--- config.mk ---
export PLATFORM = sky130hd
export DESIGN_NAME = alu_exec_unit
export DESIGN_NICKNAME = d
export VERILOG_FILES = /design/src/rtl/alu_exec_unit.sv
export SDC_FILE = /design/constraint.sdc
export NUM_CORES = 1
export LEC_CHECK = 0
export CAP_MARGIN = 20
export CORE_MARGIN = 10
export CORE_UTILIZATION = 25
export DETAILED_ROUTE_END_ITERATION = 10
export GPL_ROUTABILITY_DRIVEN = 0
export HOLD_SLACK_MARGIN = 0.12
export PLACE_DENSITY = 0.41
export SYNTH_ARGS = -nofsm -noshare
export SYNTH_HDL_FRONTEND = slang
export SYNTH_SLANG_ARGS = --single-unit
--- constraint.sdc ---
create_clock -name clk -period 5.5 [get_ports clk]
set_clock_uncertainty 0.1 [all_clocks]
set_input_delay 1.1 -clock clk [delete_from_list [all_inputs] [get_ports clk]]
set_output_delay 1.1 -clock clk [all_outputs]
set_load 0.02 [all_outputs]
--- src/rtl/alu_exec_unit.sv ---
// ---------------------------------------------------------------------------
// alu_exec_unit
//
// Execute-stage ALU with a valid/ready handshake on both sides. Logic,
// arithmetic, compare and undefined ops complete in one cycle. Shifts are
// done one bit per cycle in the default build, so the unit holds in_ready low
// while a shift is in progress.
//
// Build option:
//   ALU_BARREL_SHIFT_EN  defined   -> shifts use a combinational barrel
//                                     shifter; every op has latency 1 and the
//                                     SHIFT state is never entered.
//                        undefined -> iterative 1-bit-per-cycle shifter.
//
// Ports:
//   clk        in   1     clock, all state on the rising edge
//   rst_n      in   1     asynchronous active-low reset
//   flush      in   1     synchronous abort of the in-flight op
//   in_valid   in   1     operands + op valid
//   in_ready   out  1     unit accepts an op this cycle
//   alu_ctrl   in   4     op code (see ALU_* below)
//   op_a       in   XLEN  operand A
//   op_b       in   XLEN  operand B; shift amount is op_b[$clog2(XLEN)-1:0]
//   out_valid  out  1     result valid
//   out_ready  in   1     consumer takes the result
//   result     out  XLEN  ALU result
//   zero       out  1     result == 0
//
// States:
//   state  | meaning
//   IDLE   | no result pending, ready for a new op
//   SHIFT  | iterative shift in progress, one bit per cycle
//   DONE   | result valid, held until out_ready
// ---------------------------------------------------------------------------
module alu_exec_unit #(
    parameter int XLEN = 32
) (
    input  logic            clk,
    input  logic            rst_n,
    input  logic            flush,
    input  logic            in_valid,
    output logic            in_ready,
    input  logic [3:0]      alu_ctrl,
    input  logic [XLEN-1:0] op_a,
    input  logic [XLEN-1:0] op_b,
    output logic            out_valid,
    input  logic            out_ready,
    output logic [XLEN-1:0] result,
    output logic            zero
);

    localparam int SHW = $clog2(XLEN);

    localparam logic [3:0] ALU_ADD  = 4'd0;
    localparam logic [3:0] ALU_SUB  = 4'd1;
    localparam logic [3:0] ALU_SLL  = 4'd2;
    localparam logic [3:0] ALU_SLT  = 4'd3;
    localparam logic [3:0] ALU_SLTU = 4'd4;
    localparam logic [3:0] ALU_XOR  = 4'd5;
    localparam logic [3:0] ALU_SRL  = 4'd6;
    localparam logic [3:0] ALU_SRA  = 4'd7;
    localparam logic [3:0] ALU_OR   = 4'd8;
    localparam logic [3:0] ALU_AND  = 4'd9;

`ifdef ALU_BARREL_SHIFT_EN
    localparam bit ITER_SHIFT = 1'b0;
`else
    localparam bit ITER_SHIFT = 1'b1;
`endif

    typedef enum logic [1:0] {
        ST_IDLE  = 2'd0,
        ST_SHIFT = 2'd1,
        ST_DONE  = 2'd2
    } state_t;

    state_t            state_q, state_d;
    logic [XLEN-1:0]   acc_q, acc_d;
    logic [SHW-1:0]    cnt_q, cnt_d;
    logic [3:0]        op_q, op_d;
    logic [XLEN-1:0]   result_q, result_d;
    logic              zero_q, zero_d;

    logic              accept;
    logic              is_shift;
    logic [SHW-1:0]    shamt;
    logic [XLEN-1:0]   alu_res;
    logic [XLEN-1:0]   acc_step;

    assign shamt    = op_b[SHW-1:0];
    assign is_shift = (alu_ctrl == ALU_SLL) || (alu_ctrl == ALU_SRL) || (alu_ctrl == ALU_SRA);
    assign accept   = in_valid && in_ready;

    // Single-cycle datapath. In the iterative build a shift only lands here
    // when shamt is zero, so the result is simply op_a.
    always_comb begin
        alu_res = '0;
        case (alu_ctrl)
            ALU_ADD:  alu_res = op_a + op_b;
            ALU_SUB:  alu_res = op_a - op_b;
            ALU_SLT:  alu_res = {{(XLEN-1){1'b0}}, ($signed(op_a) < $signed(op_b))};
            ALU_SLTU: alu_res = {{(XLEN-1){1'b0}}, (op_a < op_b)};
            ALU_XOR:  alu_res = op_a ^ op_b;
            ALU_OR:   alu_res = op_a | op_b;
            ALU_AND:  alu_res = op_a & op_b;
`ifdef ALU_BARREL_SHIFT_EN
            ALU_SLL:  alu_res = op_a << shamt;
            ALU_SRL:  alu_res = op_a >> shamt;
            ALU_SRA:  alu_res = $unsigned($signed(op_a) >>> shamt);
`else
            ALU_SLL, ALU_SRL, ALU_SRA: alu_res = op_a;
`endif
            default:  alu_res = '0;
        endcase
    end

    // One bit of shift on the captured accumulator, using the captured op.
    always_comb begin
        acc_step = acc_q;
        case (op_q)
            ALU_SLL: acc_step = {acc_q[XLEN-2:0], 1'b0};
            ALU_SRL: acc_step = {1'b0, acc_q[XLEN-1:1]};
            ALU_SRA: acc_step = {acc_q[XLEN-1], acc_q[XLEN-1:1]};
            default: acc_step = acc_q;
        endcase
    end

    // State register
    always_ff @(posedge clk or negedge rst_n) begin
        if (!rst_n) begin
            state_q  <= ST_IDLE;
            acc_q    <= '0;
            cnt_q    <= '0;
            op_q     <= '0;
            result_q <= '0;
            zero_q   <= 1'b1;
        end else begin
            state_q  <= state_d;
            acc_q    <= acc_d;
            cnt_q    <= cnt_d;
            op_q     <= op_d;
            result_q <= result_d;
            zero_q   <= zero_d;
        end
    end

    // Next-state logic
    always_comb begin
        state_d  = state_q;
        acc_d    = acc_q;
        cnt_d    = cnt_q;
        op_d     = op_q;
        result_d = result_q;
        zero_d   = zero_q;

        if (flush) begin
            // Abort wins over everything; the last result stays visible on
            // the result port but out_valid drops.
            state_d = ST_IDLE;
            cnt_d   = '0;
        end else begin
            case (state_q)
                ST_IDLE, ST_DONE: begin
                    if (accept) begin
                        op_d = alu_ctrl;
                        if (ITER_SHIFT && is_shift && (shamt != '0)) begin
                            acc_d   = op_a;
                            cnt_d   = shamt;
                            state_d = ST_SHIFT;
                        end else begin
                            result_d = alu_res;
                            zero_d   = (alu_res == '0);
                            state_d  = ST_DONE;
                        end
                    end else if ((state_q == ST_DONE) && out_ready) begin
                        state_d = ST_IDLE;
                    end
                end
                ST_SHIFT: begin
                    acc_d = acc_step;
                    cnt_d = cnt_q - SHW'(1);
                    // Last step: the shifted value goes straight to result so
                    // total latency is shamt + 1 cycles from accept.
                    if (cnt_q == SHW'(1)) begin
                        result_d = acc_step;
                        zero_d   = (acc_step == '0);
                        state_d  = ST_DONE;
                    end
                end
                default: state_d = ST_IDLE;
            endcase
        end
    end

    // Outputs
    always_comb begin
        in_ready  = 1'b0;
        out_valid = (state_q == ST_DONE);
        result    = result_q;
        zero      = zero_q;
        if (!flush) begin
            in_ready = (state_q == ST_IDLE) || ((state_q == ST_DONE) && out_ready);
        end
    end

endmodule

Yosys cells after proc, flatten, opt, wreduce, memory -nomap -nowiden
Cells that the tools add are included.
- shift-type cells: 0
- multipliers: 0
- add/subtract/negate cells: 3
- magnitude comparators: 2
- divide/modulo/power cells: 0
- reductions and logical operators: 20
- equality and inequality tests: 23
- muxes and demuxes: 24
- bitwise operators: 4
- operators by type and width (kind ; number):
    $pmux 32 s8 ; 1
    $mux 32 ; 5
    $pmux 32 s2 ; 2
    $pmux 32 s3 ; 1
    $logic_not 32->1 ; 2
    $lt 32x32->1 ; 2
    $add 32x32->32 ; 1
    $and 32x32->32 ; 1
    $or 32x32->32 ; 1
    $sub 32x32->32 ; 1
    $xor 32x32->32 ; 1
    $eq 4x3->1 const B ; 6
    $mux 5 ; 3
    $eq 4x2->1 const B ; 3
    $mux 2 ; 5
    $pmux 5 s2 ; 1
    $ne 3x3->1 const B ; 3
    $eq 4x4->1 const B ; 2
    $ne 2x2->1 const B ; 4
    $reduce_and 3->1 ; 2
    $eq 5x1->1 const B ; 1
    $reduce_and 5->1 ; 1
    $reduce_bool 5->1 ; 1
    $sub 5x1->5 const B ; 1
    other kinds (18) ; 25
- output and inout bits: 35
- latch bits: 0
- flip-flop bits (word level): 76
- memories kept: 0
- bits in read-only memories: 0
- memory bits (writable): 0
- logic and storage cells: 82
- input bits: 73

Longest topological paths before layout
- depth after elaboration: 8
- depth in mapped cells: 15
- mapped depth without buffers: 15

Worst setup path before layout
Ideal clock, no wire load.
- path type: input to register
- start: input port op_a[0]
- end: register zero_q, in the netlist zero
- arrival: 4.117 ns
- setup time: 0.086 ns
- path buffers: 0
- path slack: 1.197 ns
- stages on the path: 13
- required time: 5.314 ns
- cells stage by stage: ha_1 fa_1 a211oi_1 o21bai_1 a2111oi_4 o41ai_1 a2111o_1 nand2_1 nand4_1 a2111oi_2 nand4_1 nand4bb_1 o31ai_2
- longest elaborated chain between the ends: 6
- elaborated cells on any way between the ends: 12
- classes of those cells: add/sub (2); order compare (2); mux (4); bitwise (3); reduce/logical (1)
- RTL lines (element ; RTL line ; text):
    start, declared ; 44 ; input logic [XLEN-1:0] op_a,
    $sub 32x32->32 (tied with other cells) ; 100 ; ALU_SUB: alu_res = op_a - op_b;
    $pmux 32 s8 * ; 98 ; case (alu_ctrl)
    $logic_not 32->1 * ; 172 ; zero_d = (alu_res == '0);
    $mux 1 * ; 166 ; if (ITER_SHIFT && is_shift && (shamt != '0)) begin
    $mux 1 * ; 164 ; if (accept) begin
    $pmux 1 s2 * ; 162 ; case (state_q)
    end signal, assigned ; 143 ; zero_q <= zero_d;
    end, declared ; 82 ; logic zero_q, zero_d;
Mark *: on every way between the ends. The rest lies on a longest branch, timed or not. The select of a mux whose other input is x is not followed.
A chain may end at the register's enable or synchronous reset.

Final worst setup path
Same ends and word-level chain as after synthesis.

==> results.md <==
* Layout area overhead at 26.37%
* Maxcap violations at 0
* Setup WS post-layout at about 0.36 ns
* WL final at approximately 46 mm
* Yosys top cell by area: dfrtp_1
* RSZ-0062 raised after global routing: false
* Total GRT Usage at around a fifth
* DRC at 0
* Starting density of the core at around a quarter
* Pleak at about 5.6 nW
* Die Area at between 40,000 and 50,000 um2
* Cell count after synthesis at 1,398
* Warnings from Yosys at 0
* Switching portion of total power at a little over two fifths
* Longest Clk Path Bufs at 2
* Cell-internal power at between 0.0015 and 0.002 W
* Async SR Flop Fraction at 100.0%
* Via count at roughly 11k
* WL per Instance at approximately 22 um
* GR Overflow Total at 0
* CORE AREA at between 30,000 and 40,000 um2
* Die Y at about 220 um
* Rel. slew slack at 40.92%
* Worst EP required at around 5.7 ns
* Port-buffer cells at around 110
* Rows at 73
* Setup crit start kind: input pin
* CTS clk-pin slew, worst paths at 0.06 ns
* Data arrival, critical path at between 5 and 6 ns
* Min Tclk post-route at a little over 5 ns
* Main synth FF type: dfrtp_1
* Syn nets at 1,578
* Initial detailed-routing violation count at 1,040
* Root buf cell: clkbuf_16
* Nets at about 1.7k
* Commonest cells in the netlist: nand2_1, nor2_1, ha_1
* R2r startpoint: cnt_q[1]$_DFFE_PN0P_
* Outcome: complete, no violations
* FILL cells at 4,293
* Slew Viols, Final at 0
* Sinks on Clock Net at 76
* Post-DP Area at around 12,000 um2
* Pre-CTS setup slack at 0.05165 ns
* Sequential share of the synthesized area at about a fifth
* Worst hold path class: reg2reg
* Die X-Extent at approximately 220 um
* Final Cycle Share at a little over 90%
* Setup crit start: op_a[0]
* Logic pwr share at between 50% and 60%
* Worst Path Max Fanout at 7
* Largest net degree at the start of global routing at 67
* Placed cells at slightly above 2k
* #FFs+latches synth at 76
* Share of cells above drive strength 1 at 11.51%
* HPWL after detailed placement at between 30 and 40 mm
* CTS HTree Levels at 3
* Clock power frac at between 20% and 30%
* Final setup TNS at 0 ns
* Non-filler cells, final at between 2k and 2.5k
* Final instance area at approximately 13,000 um2
* Switching pwr at ~0.0013 W
* Sequential power share at approximately 29%
* Initial DRT Pass Iterations at 5
* Final Hold Fails at 0
* Syn Area/Cell at around 7 um2
* Vias in the first global route at about 11k
* Synth Cell Area at between 10,000 and 15,000 um2
* Initial antenna violation count at 2
* Setup slack, reg-to-reg at around 1.8 ns
* CTS tree: yes
* Hold Startpoint: result[3]$_DFFE_PN0P_
* Worst-margin pin slew at ~0.9 ns
* Crit path capture type: register
* Clock latency on the worst-skew pair at 0.35 ns
* Post-synth EDFFs at 0
* First-pass GRT wire length at between 60 and 70 mm
* Post_cts resized at 0
* Largest cells by area after synthesis: dfrtp_1, ha_1, nand2_1, nor2_1, o21ai_0
* Setup CP Type: in2reg
* Post-CTS setup buffer count at 0
* IO Count at around 110
* Power Density at 241.3 nW/um2
* Post-DR vias/cell at about 5.5
* CTS buffer count at 9
* Antenna Nets Post-Route at 0
* Worst vdd ir at 0.1448 mV
* Hold_buf cts at 0
* Yosys top cell area share at a little under a fifth
* Maximum clock rate at roughly 200 MHz
* Netlist cell types at just under 90
* Hold slack final at ~0.38 ns
* Setup Viol. Count Final at 0
* Count leader, synth: nand2_1
==> critical path, stage by stage <==
cell,delay (ns)
clkdlybuf4s50_1,0.55
ha_1,0.32
fa_1,0.40
a211oi_1,0.36
o21bai_1,0.22
a2111oi_4,0.59
o41ai_1,0.16
a2111o_1,0.40
nand2_1,0.08
nand4_1,0.12
a2111oi_2,0.42
nand4_1,0.16
nand4bb_1,0.23
o31ai_2,0.19
==> sequential cells by signal, indices dropped and copies added, names as in the netlist <==
signal / count
state_q: 2
result: 32
cnt_q: 5
op_q: 4
acc_q: 32
zero: 1
==> power groups by stage <==
stage	Combinational, W	Sequential [W]	Clock (W)
floorplan	0.000812	0.000918	0
global placement	0.00153	0.000884	0
detailed placement	0.00153	0.000885	0
CTS	0.00153	0.000877	0.000668
global route	0.00169	0.000903	0.000686
finish	0.00153	0.000876	0.000653
==> stage by stage <==
step | util (%) | power (W)
after floorplan | - | 0.001730
after CTS | 31.94 | 0.003077
after global placement | 31.14 | 0.002414
final | 31.95 | 0.003063
after detailed placement | 31.14 | 0.002413
after global routing | 31.94 | 0.003281
==> cell type report <==
cell class / count / area [um2] / share of cell area (%)
timing repair buffer: 227 / 2007 / 15.81
tap: 525 / 656.9 / 5.174
multi-input combinational: 1126 / 7425 / 58.49
inverter: 102 / 382.9 / 3.016
antenna: 1 / 2.502 / 0.01971
sequential: 76 / 1903 / 14.99
clock inverter: 5 / 75.07 / 0.5914
clock buffer: 11 / 242.7 / 1.912
==> cell families after synthesis <==
kind of cell               after synthesis  synth area share [%]
DFF                                     76                 18.94
muxes                                    9                0.9714
adders and majority gates              107                 13.48
AOI/OAI and AO/OA                      488                 34.35
xor gates and xnor gates                11                0.9591
buffers and inverters                  196                 7.548
and+or+nand+nor                        511                 23.75
==> layer usage <==
metal | GRT usage (%) | wire length (um)
met3 | 2.499 | 2780
met4 | 5.570 | 1057
met5 | 0 | 13
met2 | 28.33 | 20270
met1 | 26.74 | 22090
==> cell usage in the layout (no fill, tap or decap), types with 38 or more instances in the layout <==
cell type        count
a21oi_1             82
a22oi_1             38
ha_1               105
buf_4              118
inv_1              102
o31ai_1             44
nand2_1            186
nor2_1             134
dfrtp_1             75
clkdlybuf4s50_1    106
o21ai_0             92
==> final timing paths <==
| check | cells after the start | endpoint |
|---|---|---|
| min in group asynchronous | 1 | result[4]$_DFFE_PN0P_ |
| setup / recovery | 14 | zero$_DFFE_PN1P_ |
| hold / removal | 2 | result[3]$_DFFE_PN0P_ |
| max in group asynchronous | 2 | result[31]$_DFFE_PN0P_ |
| hold reg to reg | 2 | result[3]$_DFFE_PN0P_ |
| setup reg to reg | 13 | zero$_DFFE_PN1P_ |
Note: power is estimated with default switching activity, not from simulation.
